<file path="src/rtl/monitor_pkg.sv">
// Purpose: shared definitions for the down-counter monitor: FSM state
// encodings, width constants and the hex-to-7-segment table.
// Ports: none (package).
package monitor_pkg;

    localparam int unsigned W_Q      = 4;
    localparam int unsigned W_CICLOS = 8;
    localparam int unsigned W_ERROS  = 4;
    localparam int unsigned W_SEG    = 7;
    localparam int unsigned W_ESTADO = 2;

    localparam logic [W_ERROS-1:0] ERROS_MAX = W_ERROS'(15);

    typedef enum logic [W_ESTADO-1:0] {
        AGUARDA  = 2'd0,
        RASTREIA = 2'd1,
        FALHA    = 2'd2
    } estado_t;

    // Active-high segments ordered {g,f,e,d,c,b,a}, indexed by hex digit.
    localparam logic [W_SEG-1:0] SEG_TABLE [16] = '{
        7'b0111111, // 0
        7'b0000110, // 1
        7'b1011011, // 2
        7'b1001111, // 3
        7'b1100110, // 4
        7'b1101101, // 5
        7'b1111101, // 6
        7'b0000111, // 7
        7'b1111111, // 8
        7'b1101111, // 9
        7'b1110111, // A
        7'b1111100, // b
        7'b0111001, // C
        7'b1011110, // d
        7'b1111001, // E
        7'b1110001  // F
    };

endpackage

</file>
<file path="src/rtl/decodificador_7seg.sv">
// Purpose: purely combinational hex digit to 7-segment decode.
// Ports:
//   i_hex : 4-bit hex digit
//   o_seg : active-high segments {g,f,e,d,c,b,a}
module decodificador_7seg
    import monitor_pkg::*;
(
    input  logic [W_Q-1:0]   i_hex,
    output logic [W_SEG-1:0] o_seg
);

    assign o_seg = SEG_TABLE[i_hex];

endmodule

</file>
<file path="src/rtl/monitor_contador_decrescente.sv">
// Purpose: watches a 4-bit down counter, flags sequence violations,
// counts 0->15 wraps and shows the last sample on a 7-segment display.
// Ports:
//   clk    : clock shared with the counter
//   rst    : synchronous active-high reset
//   q      : counter value, sampled every edge
//   limpa  : clears erro and requests resync (back to AGUARDA)
//   seg    : 7-segment decode of the last sample (combinational from q_r)
//   volta  : one-cycle pulse after a detected 0->15 wrap
//   ciclos : wrap count, modulo 256
//   erro   : sticky violation flag
//   erros  : violation count, saturating at 15
//   estado : current FSM state
module monitor_contador_decrescente
    import monitor_pkg::*;
(
    input  logic                  clk,
    input  logic                  rst,
    input  logic [W_Q-1:0]        q,
    input  logic                  limpa,
    output logic [W_SEG-1:0]      seg,
    output logic                  volta,
    output logic [W_CICLOS-1:0]   ciclos,
    output logic                  erro,
    output logic [W_ERROS-1:0]    erros,
    output logic [W_ESTADO-1:0]   estado
);

    estado_t               r_state;
    logic [W_Q-1:0]        r_q;
    logic                  r_volta;
    logic [W_CICLOS-1:0]   r_ciclos;
    logic                  r_erro;
    logic [W_ERROS-1:0]    r_erros;

    estado_t               w_state_nx;
    logic                  w_volta_nx;
    logic [W_CICLOS-1:0]   w_ciclos_nx;
    logic                  w_erro_nx;
    logic [W_ERROS-1:0]    w_erros_nx;
    logic [W_Q-1:0]        w_esperado;
    logic                  w_wrap;

    // Expected successor of the last sample; 0 wraps to 15.
    assign w_esperado = r_q - W_Q'(1);
    assign w_wrap     = (r_state == RASTREIA) && (r_q == W_Q'(0)) && (q == W_Q'(15));

    // State register and sampled value.
    always_ff @(posedge clk) begin
        if (rst) begin
            r_state  <= AGUARDA;
            r_q      <= '0;
            r_volta  <= 1'b0;
            r_ciclos <= '0;
            r_erro   <= 1'b0;
            r_erros  <= '0;
        end else begin
            r_state  <= w_state_nx;
            r_q      <= q;
            r_volta  <= w_volta_nx;
            r_ciclos <= w_ciclos_nx;
            r_erro   <= w_erro_nx;
            r_erros  <= w_erros_nx;
        end
    end

    // Next-state and output logic; limpa overrides any comparison result.
    always_comb begin
        w_state_nx  = r_state;
        w_volta_nx  = 1'b0;
        w_ciclos_nx = r_ciclos;
        w_erro_nx   = r_erro;
        w_erros_nx  = r_erros;

        // A wrap is a legal step, so it is independent of limpa.
        if (w_wrap) begin
            w_volta_nx  = 1'b1;
            w_ciclos_nx = r_ciclos + W_CICLOS'(1);
        end

        if (limpa) begin
            w_state_nx = AGUARDA;
            w_erro_nx  = 1'b0;
        end else begin
            case (r_state)
                AGUARDA: begin
                    // First sample only seeds r_q.
                    w_state_nx = RASTREIA;
                end
                RASTREIA: begin
                    if (q != w_esperado) begin
                        w_state_nx = FALHA;
                        w_erro_nx  = 1'b1;
                        if (r_erros != ERROS_MAX) begin
                            w_erros_nx = r_erros + W_ERROS'(1);
                        end
                    end
                end
                FALHA: begin
                    w_state_nx = FALHA;
                end
                default: begin
                    w_state_nx = AGUARDA;
                end
            endcase
        end
    end

    decodificador_7seg u_dec (
        .i_hex (r_q),
        .o_seg (seg)
    );

    assign volta  = r_volta;
    assign ciclos = r_ciclos;
    assign erro   = r_erro;
    assign erros  = r_erros;
    assign estado = r_state;

endmodule

</file>
<file path="config.mk">
export PLATFORM = sky130hd
export DESIGN_NAME = monitor_contador_decrescente
export DESIGN_NICKNAME = d
export VERILOG_FILES = /design/src/rtl/monitor_pkg.sv /design/src/rtl/decodificador_7seg.sv /design/src/rtl/monitor_contador_decrescente.sv
export SDC_FILE = /design/constraint.sdc
export NUM_CORES = 1
export LEC_CHECK = 0
export ABC_AREA = 1
export ABC_CLOCK_PERIOD_IN_PS = 1860
export BUFFER_PORTS_ARGS = -buffer_cell sky130_fd_sc_hd__buf_4
export CORE_MARGIN = 2
export CORE_UTILIZATION = 53
export DETAILED_ROUTE_END_ITERATION = 7
export PLACE_DENSITY = 0.79
export SYNTH_ARGS = -nofsm -noshare
export SYNTH_HDL_FRONTEND = slang
export SYNTH_HIERARCHICAL = 1
export SYNTH_SLANG_ARGS = --single-unit
</file>
<file path="constraint.sdc">
create_clock -name clk -period 1.86 [get_ports clk]
set_clock_uncertainty 0.05 [all_clocks]
set_input_delay 0.093 -clock clk [delete_from_list [all_inputs] [get_ports clk]]
set_output_delay 0.093 -clock clk [all_outputs]
set_load 0.05 [all_outputs]
</file>
==> results.md, run 1 <==
- Post-route minimum period: 1.76 ns
- Pint: 0.741 mW
- HP Class: input pin to flop
- Pwr dens: 646 nW/um^2
- Max-slew violations: 0
- Final core occ: ~73%
- I/O pin count: 30
- Peak supply drop: 0.000652 V
- Number of unique standard cell types used by synthesis: 22
- Overall power: 1.07 mW
- Core area: 2250 sq um
- Switching power share of the total: 30.6%
- Seq/Total Area, Yosys: 31.0%
- Ys flop type: dfxtp_1
- Clock Sinks: 20
- Bufs on Longest Clock Path: 2
- RD Place Congestion: 0.828
- Post-synth EDFFs: 0
- Top cells by count, synth: nand2_1, inv_1, dfxtp_1, nor2_1, ha_1
- CP max stage cell: dfxtp_2
- CP Launch Type: flop
- Outcome: complete, no violations
- Net Count, Synth: ~210
- H-tree Lvls: 1
- Largest net degree at the start of global routing: 15
- Least-Margin Pin Slew: 0.363 ns
- Total wire length: 2910 um
- Proportion of layout cells with a drive suffix above 1: about a fifth
- Dpl cell area: 1540 sq um
- Avg Cell Area, Syn: just under 7 sq um
- Total number of vias: 1323
- Setup-failing EPs final: 0
- Net Sw Power: around 0.33 mW
- Fin nets: 250
- DRT antenna net count: 0
- Number of max-cap violations: 0
- Placed insts: between 200 and 250
- Total GRT Usage: between 20% and 30%
- Tcrit/Tclk final: 94.5%
- Drt first pass iters: 4
- Critical Path Sink Type: output port
- Slew margin rel.: 75.8%
- Starting Density: 57.3%
- Leak: 0.826 nW
- Initial antenna violation count: 0
- Ys Warns: 6
- Cells along the critical path: buf_4 -> inv_1 -> ha_1 -> nand2_1 -> o21ai_0 -> nand2_1 -> nand2_1 -> buf_6
- DIE AREA: 2850 sq um
- Die height: around 53 um
- DP HPWL: between 2000 and 2500 um
- TritonCTS Buffers: 3
- Area contributors post-synth: dfxtp_1, nand2_1, ha_1
- Root buffer cell: clkbuf_4
- Die X: 53.4 um
- ANT cells: 0
- Sequential group share of total power: 42.3%
- Top-count cell post-synth: nand2_1
- Vias in the first global route: around 1100
- Cells after Synth: 192
- Critical Path RT: 1.72 ns
- Crit-path max FO: 5
- Routed WL per cell: 11.3 um
- Cell taking the most area after synthesis: dfxtp_1
- Cell Area, Synth: 1290 sq um
- Share of synthesized flip-flops with an asynchronous set or reset: 0%
- Number of cell rows: 17
- Setup tns final: 0 ns
- Setup WS pre-CTS: 0.147 ns
- CTS tree: yes
- Skew-Pair Late Insertion Delay: approximately 0.31 ns
- DRC Markers: 0
- Synth top area share: around 31%
- IO Port Bufs: 29
- Unrepaired setup endpoints after global routing: no
- Congestion Overflow GR: 0
- Via density: 5.15
- Arr. time, crit path: 1.61 ns
- Fin. Hold Viols: 0
- Hold slack: approximately 0.024 ns
- Clock network fraction of total power: between 30% and 40%
- Slowest cell delay on critical path: around 0.34 ns
- Setup CP Type: flop to output port
- Design area: between 1500 and 2000 sq um
- Fmax: 569 MHz
- First-pass GRT wire length: 4870 um
- Clock slew at reported path FFs: around 0.12 ns
- Initial DRC Count: 44
- Register bit total from synthesis: 20
- Critical Path Most Common Cell: nand2_1
- Area Growth Syn to Fin: 27.9%
- Worst setup margin: 0.102 ns
- Post-Layout Cell Count: ~260
- Gate power share: 23.5%
-- power groups by stage --
| stage | Sequential, mW | Combinational (mW) | Clock, mW |
|---|---|---|---|
| floorplan | 0.473 | 0.155 | 0 |
| global placement | 0.460 | 0.230 | 0 |
| detailed placement | 0.460 | 0.236 | 0 |
| CTS | 0.451 | 0.246 | 0.370 |
| global route | 0.454 | 0.274 | 0.388 |
| finish | 0.451 | 0.250 | 0.365 |
-- cell usage in the layout, fill, tap and decap left out, types with 2 or more instances in the layout --
cell           synthesis  routed
nand2_1               56      56
inv_1                 30      30
buf_4                  1      29
dfxtp_1               20      18
nor2_1                17      16
ha_1                  13      13
a21oi_1               12      12
nand3_1                9       9
o21ai_0                7       7
nand4_1                6       6
dlygate4sd3_1          0       5
nand2_2                4       4
xor2_1                 3       3
clkbuf_4               0       3
inv_2                  2       2
nand3_2                2       2
xnor2_1                2       2
nor3_1                 2       2
dfxtp_2                0       2
-- logic make-up (layout without fill, tap and decap cells) --
| family | Yosys count | after routing | synth area share (%) |
|---|---|---|---|
| xor gates and xnor gates | 5 | 5 | 3.39 |
| buffers and inverters | 34 | 71 | 10.2 |
| DFF | 20 | 20 | 31.0 |
| adders and majority gates | 13 | 13 | 12.6 |
| and+or+nand+nor | 99 | 99 | 34.6 |
| AOI/OAI and AO/OA | 21 | 21 | 8.33 |
-- flip-flops by register name, indices dropped and copies added (netlist names) --
name	flops
erros	4
ciclos	8
erro	1
r_q	4
estado	2
volta	1
-- what timing repair did --
action | 4_1_cts | 5_1_grt
endpoints found under the setup margin | 0 | 9
setup buffers | 0 | 0
hold buffers | 5 | 0
endpoints found under the hold margin | 6 | 0
resized for setup | 0 | 4
-- worst max-delay path, delay by kind of cell, from the launching register on --
family | cells | cell delay (ns)
buf+inv | 3 | 0.36
flops | 1 | 0.34
fa+ha+maj | 1 | 0.30
simple gates | 3 | 0.22
compound gates | 1 | 0.09
-- worst paths after layout --
path	start	to	slack [ns]	depth (start not counted)
min reg2reg	erro	erro	0.44	2
max reg2reg	r_q[1]	erros[2]	0.14	9
max	r_q[0]	seg[3]	0.10	8
min	limpa	estado[1]	0.02	4
-- layout make-up --
class,count,area (sq um)
clock buffers,3,22.5
multi-input cells,138,763
clock inverters,1,30.0
fillers,186,602
repair buffers,35,279
well taps,28,35.0
flip-flops and latches,20,403
inverters,32,120
-- per-layer routing --
metal	share of wire (%)	wire length, um	global-route usage, %
met4	1.3	37	9.83
met5	0	0	0
met2	49	1440	40.3
met1	45	1310	28.5
met3	4.5	130	3.95
No activity file was read; power rests on OpenSTA's default activity.
==> inputs of run 2 (changes only) <==
GPL_ROUTABILITY_DRIVEN = 1   (was default)
PLACE_DENSITY = 0.77   (was 0.79)
==> run 2 against run 1 <==
  * Maximum frequency grew 0.60%
  * Critical path depth stayed put
  * Cell count unchanged
  * Utilization is 0.11 points higher
  * Combinational power increased by 2%
  * Clock power about the same
  * Design area up 0.15%
  * Sequential share of layout area hardly changed
  * Count of clock-buffer cells in the layout unchanged
  * Wire length grew 7.8%
  * Critical path type unchanged
==> results.md, run 2 (synthesis gave the netlist of run 1 again) <==
- Fin. Hold Viols: 0 (unchanged)
- Skew-Pair Late Insertion Delay: 0.31 ns (about the same)
- Setup-failing EPs final: 0 (unchanged)
- CTS tree: yes
- CP Launch Type: flop
- Die height: 53.4 um (unchanged)
- Proportion of layout cells with a drive suffix above 1: 21.4% (+0.87 points)
- HP Class: input pin to flop
- Clock Sinks: 20 (unchanged)
- Commonest non-fill, non-tap cell in the layout: nand2_1
- Area Growth Syn to Fin: 28.1%
- Setup CP Type: flop to output port
- Core area: 2250 sq um (unchanged)
- Multi-input gate area: 766 sq um (+0.33%)
- Number of cell rows: 17 (unchanged)
- Root buffer cell: clkbuf_4
- Storage cell area: 403 sq um (unchanged)
- Arr. time, crit path: 1.60 ns (about the same)
- IO Port Bufs: 29 (unchanged)
- Overall power: 1.07 mW (+0.58%)
- Least-Margin Pin Slew: 0.396 ns (+0.0331 ns)
- Largest net degree at the start of global routing: 15 (unchanged)
- DIE AREA: 2850 sq um (unchanged)
- Via density: 5.14 (-0.23%)
- Net Sw Power: 0.332 mW (+1.8%)
- Crit-path max FO: 5 (unchanged)
- Routed WL per cell: 12.2 um (+7.8%)
- Leak: 0.826 nW (about the same)
- Sequential group share of total power: 42.1% (-0.2 points)
- Bufs on Longest Clock Path: 2 (unchanged)
- Critical Path Most Common Cell: nand2_1
- Total wire length: 3140 um (+7.8%)
- Unrepaired setup endpoints after global routing: no
- I/O pin count: 30 (unchanged)
- Total number of vias: 1320 (-0.23%)
- Slew margin rel.: 73.6% (-2.2 points)
- Cells along the critical path: buf_4 -> inv_2 -> ha_1 -> nand2_2 -> o21ai_0 -> nand2_1 -> nand2_1 -> buf_6
- Congestion Overflow GR: 0 (unchanged)
- RD Place Congestion: 0.803 (-2.9%)
- Die X: 53.4 um (unchanged)
- Critical Path Sink Type: output port
- Fin nets: 250 (unchanged)
- Peak supply drop: 0.000500 V (-23%)
- Initial antenna violation count: 0 (unchanged)
- Pint: 0.741 mW (about the same)
- Post-route minimum period: 1.75 ns (-0.0104 ns)
- Tcrit/Tclk final: 93.9% (-0.56 points)
- First-pass GRT wire length: 4910 um (+0.70%)
- Initial DRC Count: 53 (+20%)
- Switching power share of the total: 30.9% (+0.36 points)
- DRC Markers: 0 (unchanged)
- Max reg flops: 8 (unchanged)
- CP max stage cell: dfxtp_2
- Fmax: 572 MHz (+0.60%)
- Outcome: complete, no violations
- Drt first pass iters: 4 (unchanged)
- Number of max-cap violations: 0 (unchanged)
- DRT antenna net count: 0 (unchanged)
- Post-CTS Repair Setup Buffers: 0 (unchanged)
- Vias in the first global route: 1209 (+5.7%)
- ANT cells: 0 (unchanged)
- Critical Path RT: 1.72 ns (about the same)
- Starting Density: 57.3% (unchanged)
- Gate power share: 23.8% (+0.3 points)
- Fill count: 178 (-4.3%)
- Clock network fraction of total power: 34.0% (-0.2 points)
- Pwr dens: 648 nW/um^2 (+0.43%)
- TritonCTS Buffers: 3 (unchanged)
- Most frequent cells in the layout: nand2_1, inv_1, buf_4, dfxtp_1, nor2_1
- Setup tns final: 0 ns (unchanged)
- Slowest cell delay on critical path: 0.35 ns (about the same)
- DP HPWL: 2230 um (+1.9%)
- H-tree Lvls: 1 (unchanged)
- Total GRT Usage: 23.7% (+0.25 points)
- Clock slew at reported path FFs: 0.13 ns (about the same)
- Max-slew violations: 0 (unchanged)
- Hold slack: 0.0233 ns (-0.000393 ns)
-- run 2: cell types whose count changed in the layout (fill, tap and decap cells not counted) --
cell | before | now
nand2_1 | 56 | 55
nand2_2 | 4 | 5
inv_2 | 2 | 3
inv_1 | 30 | 29
-- run 2: per-stage QoR --
step | util (%) | worst slack (ns) | cells | instance area [sq um]
final | 73.4 | 0.113 | 257 | 1660
after global routing | 73.4 | 0.00903 | 257 | 1660
after CTS | 72.5 | 0.0164 | 256 | 1630
after detailed placement | 68.4 | 0.128 | 248 | 1540
after global placement | 68.4 | 0.226 | 248 | 1540
after floorplan | - | 0.0442 | 192 | 1290
-- run 2: cell type report --
cell class,count,area share [%]
multi-input combinational,138,46.3
sequential,20,24.3
timing repair buffer,35,16.9
inverter,32,7.26
tap,28,2.12
clock inverter,1,1.81
clock buffer,3,1.36
-- run 2: final timing paths --
check        startpoint        end  slack, ns  cells after the start
max              r_q[0]     seg[3]       0.11                      8
min               limpa  estado[0]       0.02                      4
max reg2reg      r_q[1]   erros[0]       0.15                      9
min reg2reg   estado[1]  estado[1]       0.45                      2
-- run 2: power groups by stage --
stage                     Clock [mW]  Sequential [mW]  Combinational [mW]
after floorplan                    0            0.473               0.155
final                          0.365            0.452               0.256
after detailed placement           0            0.461               0.237
after CTS                      0.371            0.451               0.244
after global routing           0.392            0.454               0.277
after global placement             0            0.460               0.230
-- run 2: layer usage --
layer / vias up / track usage (%) / part of all wire, %
li1: 672 / - / -
met1: 580 / 26.0 / 43
met2: 56 / 39.5 / 47
met3: 12 / 6.78 / 5.9
met4: 0 / 15.4 / 3.4
met5: - / 0 / 0
-- run 2: repair_timing --
item	in CTS	in global routing
resized for setup	0	6
hold endpoints to repair	4	1
endpoints found under the setup margin	0	9
hold buffers	4	1
-- run 2: critical path: cells and delay by family (launching register included) --
family                   cells  cell delay [ns]
adder cells (fa/ha/maj)      1             0.29
AND/OR/NAND/NOR              3             0.21
buffers and inverters        3             0.34
flip-flops                   1             0.35
AO/OA/AOI/OAI                1             0.10
